File: src/rtl/ramp_seq_mc.sv
// Multi-channel piecewise-linear ramp sequencer with a runtime-programmable segment table.
// Define RAMP_SEQ_LOOP_EN to add the `loop` input, which restarts the sequence at its end.
module ramp_seq_mc #(
  parameter int NCH  = 2,
  parameter int NSEG = 8,
  parameter int W    = 16,
  parameter int FRAC = 14,
  parameter int DW   = 24,
  parameter int TW   = 16,
  localparam int CW  = (NCH > 1) ? $clog2(NCH) : 1,
  localparam int SW  = (NSEG > 1) ? $clog2(NSEG) : 1
) (
  input  logic             clk,
  input  logic             rst,
  input  logic             start,
  input  logic             abort,
  input  logic [15:0]      div,
  input  logic             wr_en,
  input  logic [1:0]       wr_sel,
  input  logic [CW-1:0]    wr_ch,
  input  logic [SW-1:0]    wr_seg,
  input  logic [DW-1:0]    wr_data,
`ifdef RAMP_SEQ_LOOP_EN
  input  logic             loop,
`endif
  output logic [NCH*W-1:0] out,
  output logic             busy,
  output logic [SW-1:0]    seg,
  output logic             trig,
  output logic             done,
  output logic             wr_err
);

  localparam int AW  = W + FRAC;
  localparam int AW1 = AW + 1;
  localparam logic [AW-1:0] ACC_MAX = {1'b0, {(W-1){1'b1}}, {FRAC{1'b0}}};
  localparam logic [AW-1:0] ACC_MIN = {1'b1, {(AW-1){1'b0}}};

  typedef enum logic [1:0] {IDLE, RUN, DONE} state_e;

  state_e                state_q, state_d;
  logic signed [AW-1:0]  acc_q [NCH];
  logic signed [AW-1:0]  acc_d [NCH];
  logic [TW-1:0]         cnt_q, cnt_d;
  logic [15:0]           pre_q, pre_d;
  logic [SW-1:0]         seg_q, seg_d;
  logic                  trig_q, trig_d, done_q, done_d, wrErr_q, wrErr_d;

  logic [TW-1:0]         dur_q [NSEG];
  logic [NSEG-1:0]       last_q, trigFlag_q;
  logic signed [DW-1:0]  step_q [NCH][NSEG];
  logic signed [W-1:0]   init_q [NCH];

  logic loopReq, advance, doLoad, wrAccept, rangeBad;

`ifdef RAMP_SEQ_LOOP_EN
  assign loopReq = loop;
`else
  assign loopReq = 1'b0;
`endif

  function automatic logic signed [AW-1:0] satAdd(input logic signed [AW-1:0] a,
                                                  input logic signed [DW-1:0] s);
    logic signed [AW:0] sum;
    sum = AW1'(a) + AW1'(s);
    if (sum[AW] != sum[AW-1]) return sum[AW] ? ACC_MIN : ACC_MAX;
    return sum[AW-1:0];
  endfunction

  // Channel index matters for step/init writes, segment index for control/step writes.
  always_comb begin
    rangeBad = 1'b0;
    if ((wr_sel == 2'd1 || wr_sel == 2'd2) && int'(wr_ch) >= NCH) rangeBad = 1'b1;
    if ((wr_sel == 2'd0 || wr_sel == 2'd1) && int'(wr_seg) >= NSEG) rangeBad = 1'b1;
    wrAccept = wr_en && (state_q == IDLE) && !rangeBad && (wr_sel != 2'd3);
    wrErr_d  = wr_en && ((state_q != IDLE) || rangeBad);
  end

  always_ff @(posedge clk) begin
    if (rst) begin
      for (int s = 0; s < NSEG; s++) dur_q[s] <= '0;
      last_q     <= '0;
      trigFlag_q <= '0;
      for (int c = 0; c < NCH; c++) begin
        init_q[c] <= '0;
        for (int s = 0; s < NSEG; s++) step_q[c][s] <= '0;
      end
    end else if (wrAccept) begin
      case (wr_sel)
        2'd0: begin
          dur_q[wr_seg]      <= wr_data[TW-1:0];
          last_q[wr_seg]     <= wr_data[TW];
          trigFlag_q[wr_seg] <= wr_data[TW+1];
        end
        2'd1:    step_q[wr_ch][wr_seg] <= wr_data;
        2'd2:    init_q[wr_ch] <= wr_data[W-1:0];
        default: ;
      endcase
    end
  end

  always_ff @(posedge clk) begin
    if (rst) begin
      state_q <= IDLE;
      for (int c = 0; c < NCH; c++) acc_q[c] <= '0;
      cnt_q   <= '0;
      pre_q   <= '0;
      seg_q   <= '0;
      trig_q  <= 1'b0;
      done_q  <= 1'b0;
      wrErr_q <= 1'b0;
    end else begin
      state_q <= state_d;
      for (int c = 0; c < NCH; c++) acc_q[c] <= acc_d[c];
      cnt_q   <= cnt_d;
      pre_q   <= pre_d;
      seg_q   <= seg_d;
      trig_q  <= trig_d;
      done_q  <= done_d;
      wrErr_q <= wrErr_d;
    end
  end

  // A zero-duration segment holds the prescaler so following segments keep n*(div+1) timing.
  always_comb begin
    state_d = state_q;
    acc_d   = acc_q;
    cnt_d   = cnt_q;
    pre_d   = pre_q;
    seg_d   = seg_q;
    trig_d  = 1'b0;
    done_d  = 1'b0;
    advance = 1'b0;
    doLoad  = 1'b0;
    case (state_q)
      IDLE: if (start && !abort) doLoad = 1'b1;
      RUN: begin
        if (abort) begin
          state_d = IDLE;
        end else begin
          if (cnt_q == '0) begin
            advance = 1'b1;
          end else if (pre_q == div) begin
            pre_d = '0;
            cnt_d = cnt_q - 1'b1;
            for (int c = 0; c < NCH; c++) acc_d[c] = satAdd(acc_q[c], step_q[c][seg_q]);
            if (cnt_q == TW'(1)) advance = 1'b1;
          end else begin
            pre_d = pre_q + 1'b1;
          end
          if (advance) begin
            if (last_q[seg_q] || seg_q == SW'(NSEG-1)) begin
              done_d = 1'b1;
              if (loopReq) doLoad = 1'b1;
              else         state_d = DONE;
            end else begin
              seg_d  = seg_q + 1'b1;
              cnt_d  = dur_q[seg_q + 1'b1];
              trig_d = trigFlag_q[seg_q + 1'b1];
            end
          end
        end
      end
      DONE:    state_d = IDLE;
      default: state_d = IDLE;
    endcase
    if (doLoad) begin
      state_d = RUN;
      for (int c = 0; c < NCH; c++) acc_d[c] = {init_q[c], {FRAC{1'b0}}};
      seg_d  = '0;
      cnt_d  = dur_q[0];
      pre_d  = '0;
      trig_d = trigFlag_q[0];
    end
  end

  always_comb begin
    busy = (state_q == RUN);
    out  = '0;
    for (int c = 0; c < NCH; c++) out[c*W +: W] = acc_q[c][AW-1:FRAC];
  end

  assign seg    = seg_q;
  assign trig   = trig_q;
  assign done   = done_q;
  assign wr_err = wrErr_q;

endmodule

File: config.mk
export PLATFORM = sky130hd
export DESIGN_NAME = ramp_seq_mc
export DESIGN_NICKNAME = d
export VERILOG_FILES = /design/src/rtl/ramp_seq_mc.sv
export SDC_FILE = /design/constraint.sdc
export NUM_CORES = 1
export LEC_CHECK = 0
export CAP_MARGIN = 40
export CORE_ASPECT_RATIO = 1.75
export CORE_MARGIN = 5
export CORE_UTILIZATION = 45
export CTS_CLUSTER_DIAMETER = 60
export DETAILED_ROUTE_END_ITERATION = 12
export SYNTH_ARGS = -nofsm -noshare
export SYNTH_HDL_FRONTEND = slang
export SYNTH_SLANG_ARGS = --single-unit
export TNS_END_PERCENT = 5
File: constraint.sdc
create_clock -name clk -period 13.9 [get_ports clk]
set_input_delay 2.78 -clock clk [delete_from_list [all_inputs] [get_ports clk]]
set_output_delay 2.78 -clock clk [all_outputs]
set_load 0.01 [all_outputs]
==> results.yml <==
cells_and_area:
  synthToLayoutAreaGrowth_pct: 12.2
  drive_gt1_share_pct: 16.1
  fill_cells: 6060
  postLayoutCoreUtil_pct: 50.9
  nets: 2560
clock_network:
  post-cts-setup-buffers: 0
  cts_hold_buf: 0
  cts.sinks: 660
  clockBufferDepth: 3
  cts_max_level: 2
  cts_resized: 0
  cts_tree: "done"
  cts-root-buf: "clkbuf_16"
  clk_latency_ns: 0.65
  path_clk_slew_ns: 0.06
  cts_buffers: 61
critical_path:
  end_kind: "flip-flop"
  reg2reg_setup_slack_ns: 8.10
  cp.arrival_ns: 6.34
  crit_fanout: 35
  r2r_cells: 14
  crit_start: "seg[0]$_SDFFE_PP0P_"
  start_kind: "flip-flop"
  cp.required_ns: 14.45
  critical_path_class: "reg2reg"
  r2r-start: "seg[0]$_SDFFE_PP0P_"
  timing.rr.end: "out[6]$_SDFFE_PP0P_"
synth:
  synth.avg_cell_area_um2: 13.3
  yosys.area.top_type: "edfxtp_1"
  synth_fp_nets: 2536
  ys_ff_latch: 660
  syn_area_um2: 32100
  synth-main-ff-cell: "edfxtp_1"
  ys_seq_area_share_pct: 58.2
  netlist-cell-type-count: 76
  yosys-top-cells-area: "edfxtp_1 (51%), mux4_2 (9.3%), and2_1 (7.9%)"
  synth_top_area_share_pct: 50.9
  ys_warn_count: 0
  synthCells: 2418
  synth_edf_count: 544
  async_flop_share_pct: 0
floorplan:
  initial_core_util_pct: 45.4
  core_area_um2: 70700
  rows: 129
  boundaryPins: 90
  die_area_um2: 77000
  die_x_um: 212
  die_h_um: 363
pwr:
  ir_drop_v: 0.000103
  p_per_area_nw_per_um2: 116
  p_leak_nw: 13.1
detailed_routing:
  num_vias: 19865
  wl_per_cell_um: 25.8
  antenna_left: 0
  drt_wl_total_um: 88100
  drt_iter0_drc: 1366
  vias_per_cell: 5.82
  drc: 0
  first_pass_iters: 7
timing:
  relSlewSlack_pct: 39.7
  hold_viol: 0
  fmax_mhz: 173
  tns_ns: 0
  grt_setup_unrepaired: "false"
  fin_skew_ns: 0.0205
  worst_slew_pin_slew_ns: 0.905
  finalSetupViolations: 0
  period_minus_slack_ns: 5.80
  timing.final.crit_share_pct: 41.7
  timing.final.max_slew_violations: 0
global_route:
  antenna_found_initial: 6
  grtUsageTotal_pct: 22.9
  overflow: 0
  grt_pass1_vias: 21073
  grt_pass1_wl_um: 133000
  grt_max_degree: 68
run:
  max_cap_viol_count: 0
min_path:
  hold_depth: 2
  min_from: "acc_q[35]$_SDFFE_PP0P_"
  holdPathEnd: "acc_q[35]$_SDFFE_PP0P_"
  hold_class: "reg2reg"
placement:
  gp_congestion: 0.935
  portBuffers: 89
  dp_hpwl_um: 58400
run_status:
  status: "completed"
==> worst max path at each step <==
stage,slack (ns),depth (start not counted),endpoint
2_1_floorplan,8.04,6,step_q[0][0]$_SDFFCE_PN0P_
3_3_place_gp,7.88,13,out[2]$_SDFFE_PP0P_
3_5_place_dp,8.02,14,out[12]$_SDFFE_PP0P_
4_1_cts,7.98,14,out[6]$_SDFFE_PP0P_
5_1_grt,7.63,14,out[12]$_SDFFE_PP0P_
6_report,8.10,14,out[6]$_SDFFE_PP0P_
==> report_power, final <==
part / internal [W] / switching, W / total, W
logic: 0.0000945 / 0.000172 / 0.000266
registers: 0.00220 / 0.0000238 / 0.00223
clock network: 0.000931 / 0.000768 / 0.00170
==> registers in the layout, indices dropped and copies added, names as in the netlist <==
signal and count:
cnt_q 16, step_q 384, wr_err 1, trigFlag_q 8
done 1, dur_q 128, acc_q 28, trig 1
out 32, last_q 8, pre_q 16, seg 3
state_q 2, init_q 32
==> logic make-up (layout without fill, tap and decap cells) <==
logic type,after synthesis,count (layout),synth area share (%)
compound gates,383,383,8.02
xor+xnor,89,89,2.43
fa+ha+maj,67,67,2.66
buf+inv,235,308,3.26
flops,660,660,58.2
mux,204,204,11.7
other cells,0,6,0
simple gates,780,780,13.8
==> metrics by stage <==
stage / instances / hold slack (ns) / setup slack [ns] / power, W / cell area, µm²
after floorplan: 2418 / 0.426 / 8.04 / 0.00241 / 32100
after global placement: 3278 / 0.451 / 7.88 / 0.00252 / 33700
after detailed placement: 3296 / 0.451 / 8.02 / 0.00254 / 34000
after CTS: 3408 / 0.465 / 7.98 / 0.00423 / 36000
after global routing: 3408 / 0.478 / 7.63 / 0.00433 / 36000
final: 3414 / 0.463 / 8.10 / 0.00419 / 36000
==> critical path: stages, from the launching register on <==
cell and delay (ns):
dfxtp_4 0.84, buf_4 0.55, buf_16 0.30, mux4_2 0.55
mux2_2 0.32, ha_1 0.38, nand2_1 0.11, nor3_1 0.24
a21oi_2 0.12, a31oi_2 0.34, a41o_1 0.36, a221o_1 0.41
a211o_1 0.23, nand3_1 0.49, a221oi_2 0.44
==> synth_stat cells (5+ instances only) <==
library cell  instances
edfxtp_1            544
and2_1              407
clkbuf_1            132
mux4_2              132
dfxtp_1             116
a21oi_1             106
nand2_1              99
nor2_1               98
o21ai_0              67
ha_1                 65
xnor2_1              55
mux2_2               50
nand3_1              40
inv_1                36
a22o_1               35
buf_4                35
xor2_1               34
nand4_1              25
a21o_1               24
a31oi_1              22
mux2i_1              22
and3_1               21
buf_1                17
or3_1                17
a211oi_1             16
a22oi_1              14
buf_2                13
nor3_1               12
o21bai_1             11
nor2b_1              10
o22ai_1              10
o21a_1                9
o21ai_1               9
a221oi_2              8
nand3b_1              8
nor4_1                8
nand2b_1              6
a222oi_1              5
o2111ai_1             5
o211ai_1              5
or2_2                 5
==> area by class of cell <==
class | instances | area [µm²] | area share, %
Sequential cell | 660 | 18700 | 51.8
Multi-Input combinational cell | 1523 | 12500 | 34.6
Antenna cell | 6 | 15.0 | 0.0417
Tap cell | 917 | 1150 | 3.19
Timing Repair Buffer | 160 | 1590 | 4.42
Clock buffer | 78 | 1630 | 4.53
Clock inverter | 34 | 362 | 1.00
Inverter | 36 | 135 | 0.375
==> per-layer routing <==
metal	wire [µm]	vias to the layer above	global-route usage [%]	part of all wire, %
li1	-	9062	-	-
met5	0	-	0	0
met4	3300	0	8.14	3.7
met3	4240	141	3.13	4.8
met2	48000	590	43.1	55
met1	32500	10072	26.4	37
==> cells in the final DEF (no fill, tap or decap), types with 22 or more instances in the layout <==
cell type / n
mux2i_1: 22
ha_1: 65
a21o_1: 24
xor2_1: 34
a22o_1: 35
buf_4: 55
clkbuf_16: 61
a21oi_1: 99
nor2_1: 97
edfxtp_1: 544
mux4_2: 132
a31oi_1: 22
nand4_1: 25
xnor2_1: 55
inv_1: 36
nand3_1: 40
mux2_2: 50
nand2_1: 98
o21ai_0: 58
and2_1: 407
dfxtp_1: 113
clkdlybuf4s50_1: 88
Power figures use the tool's default switching activity.
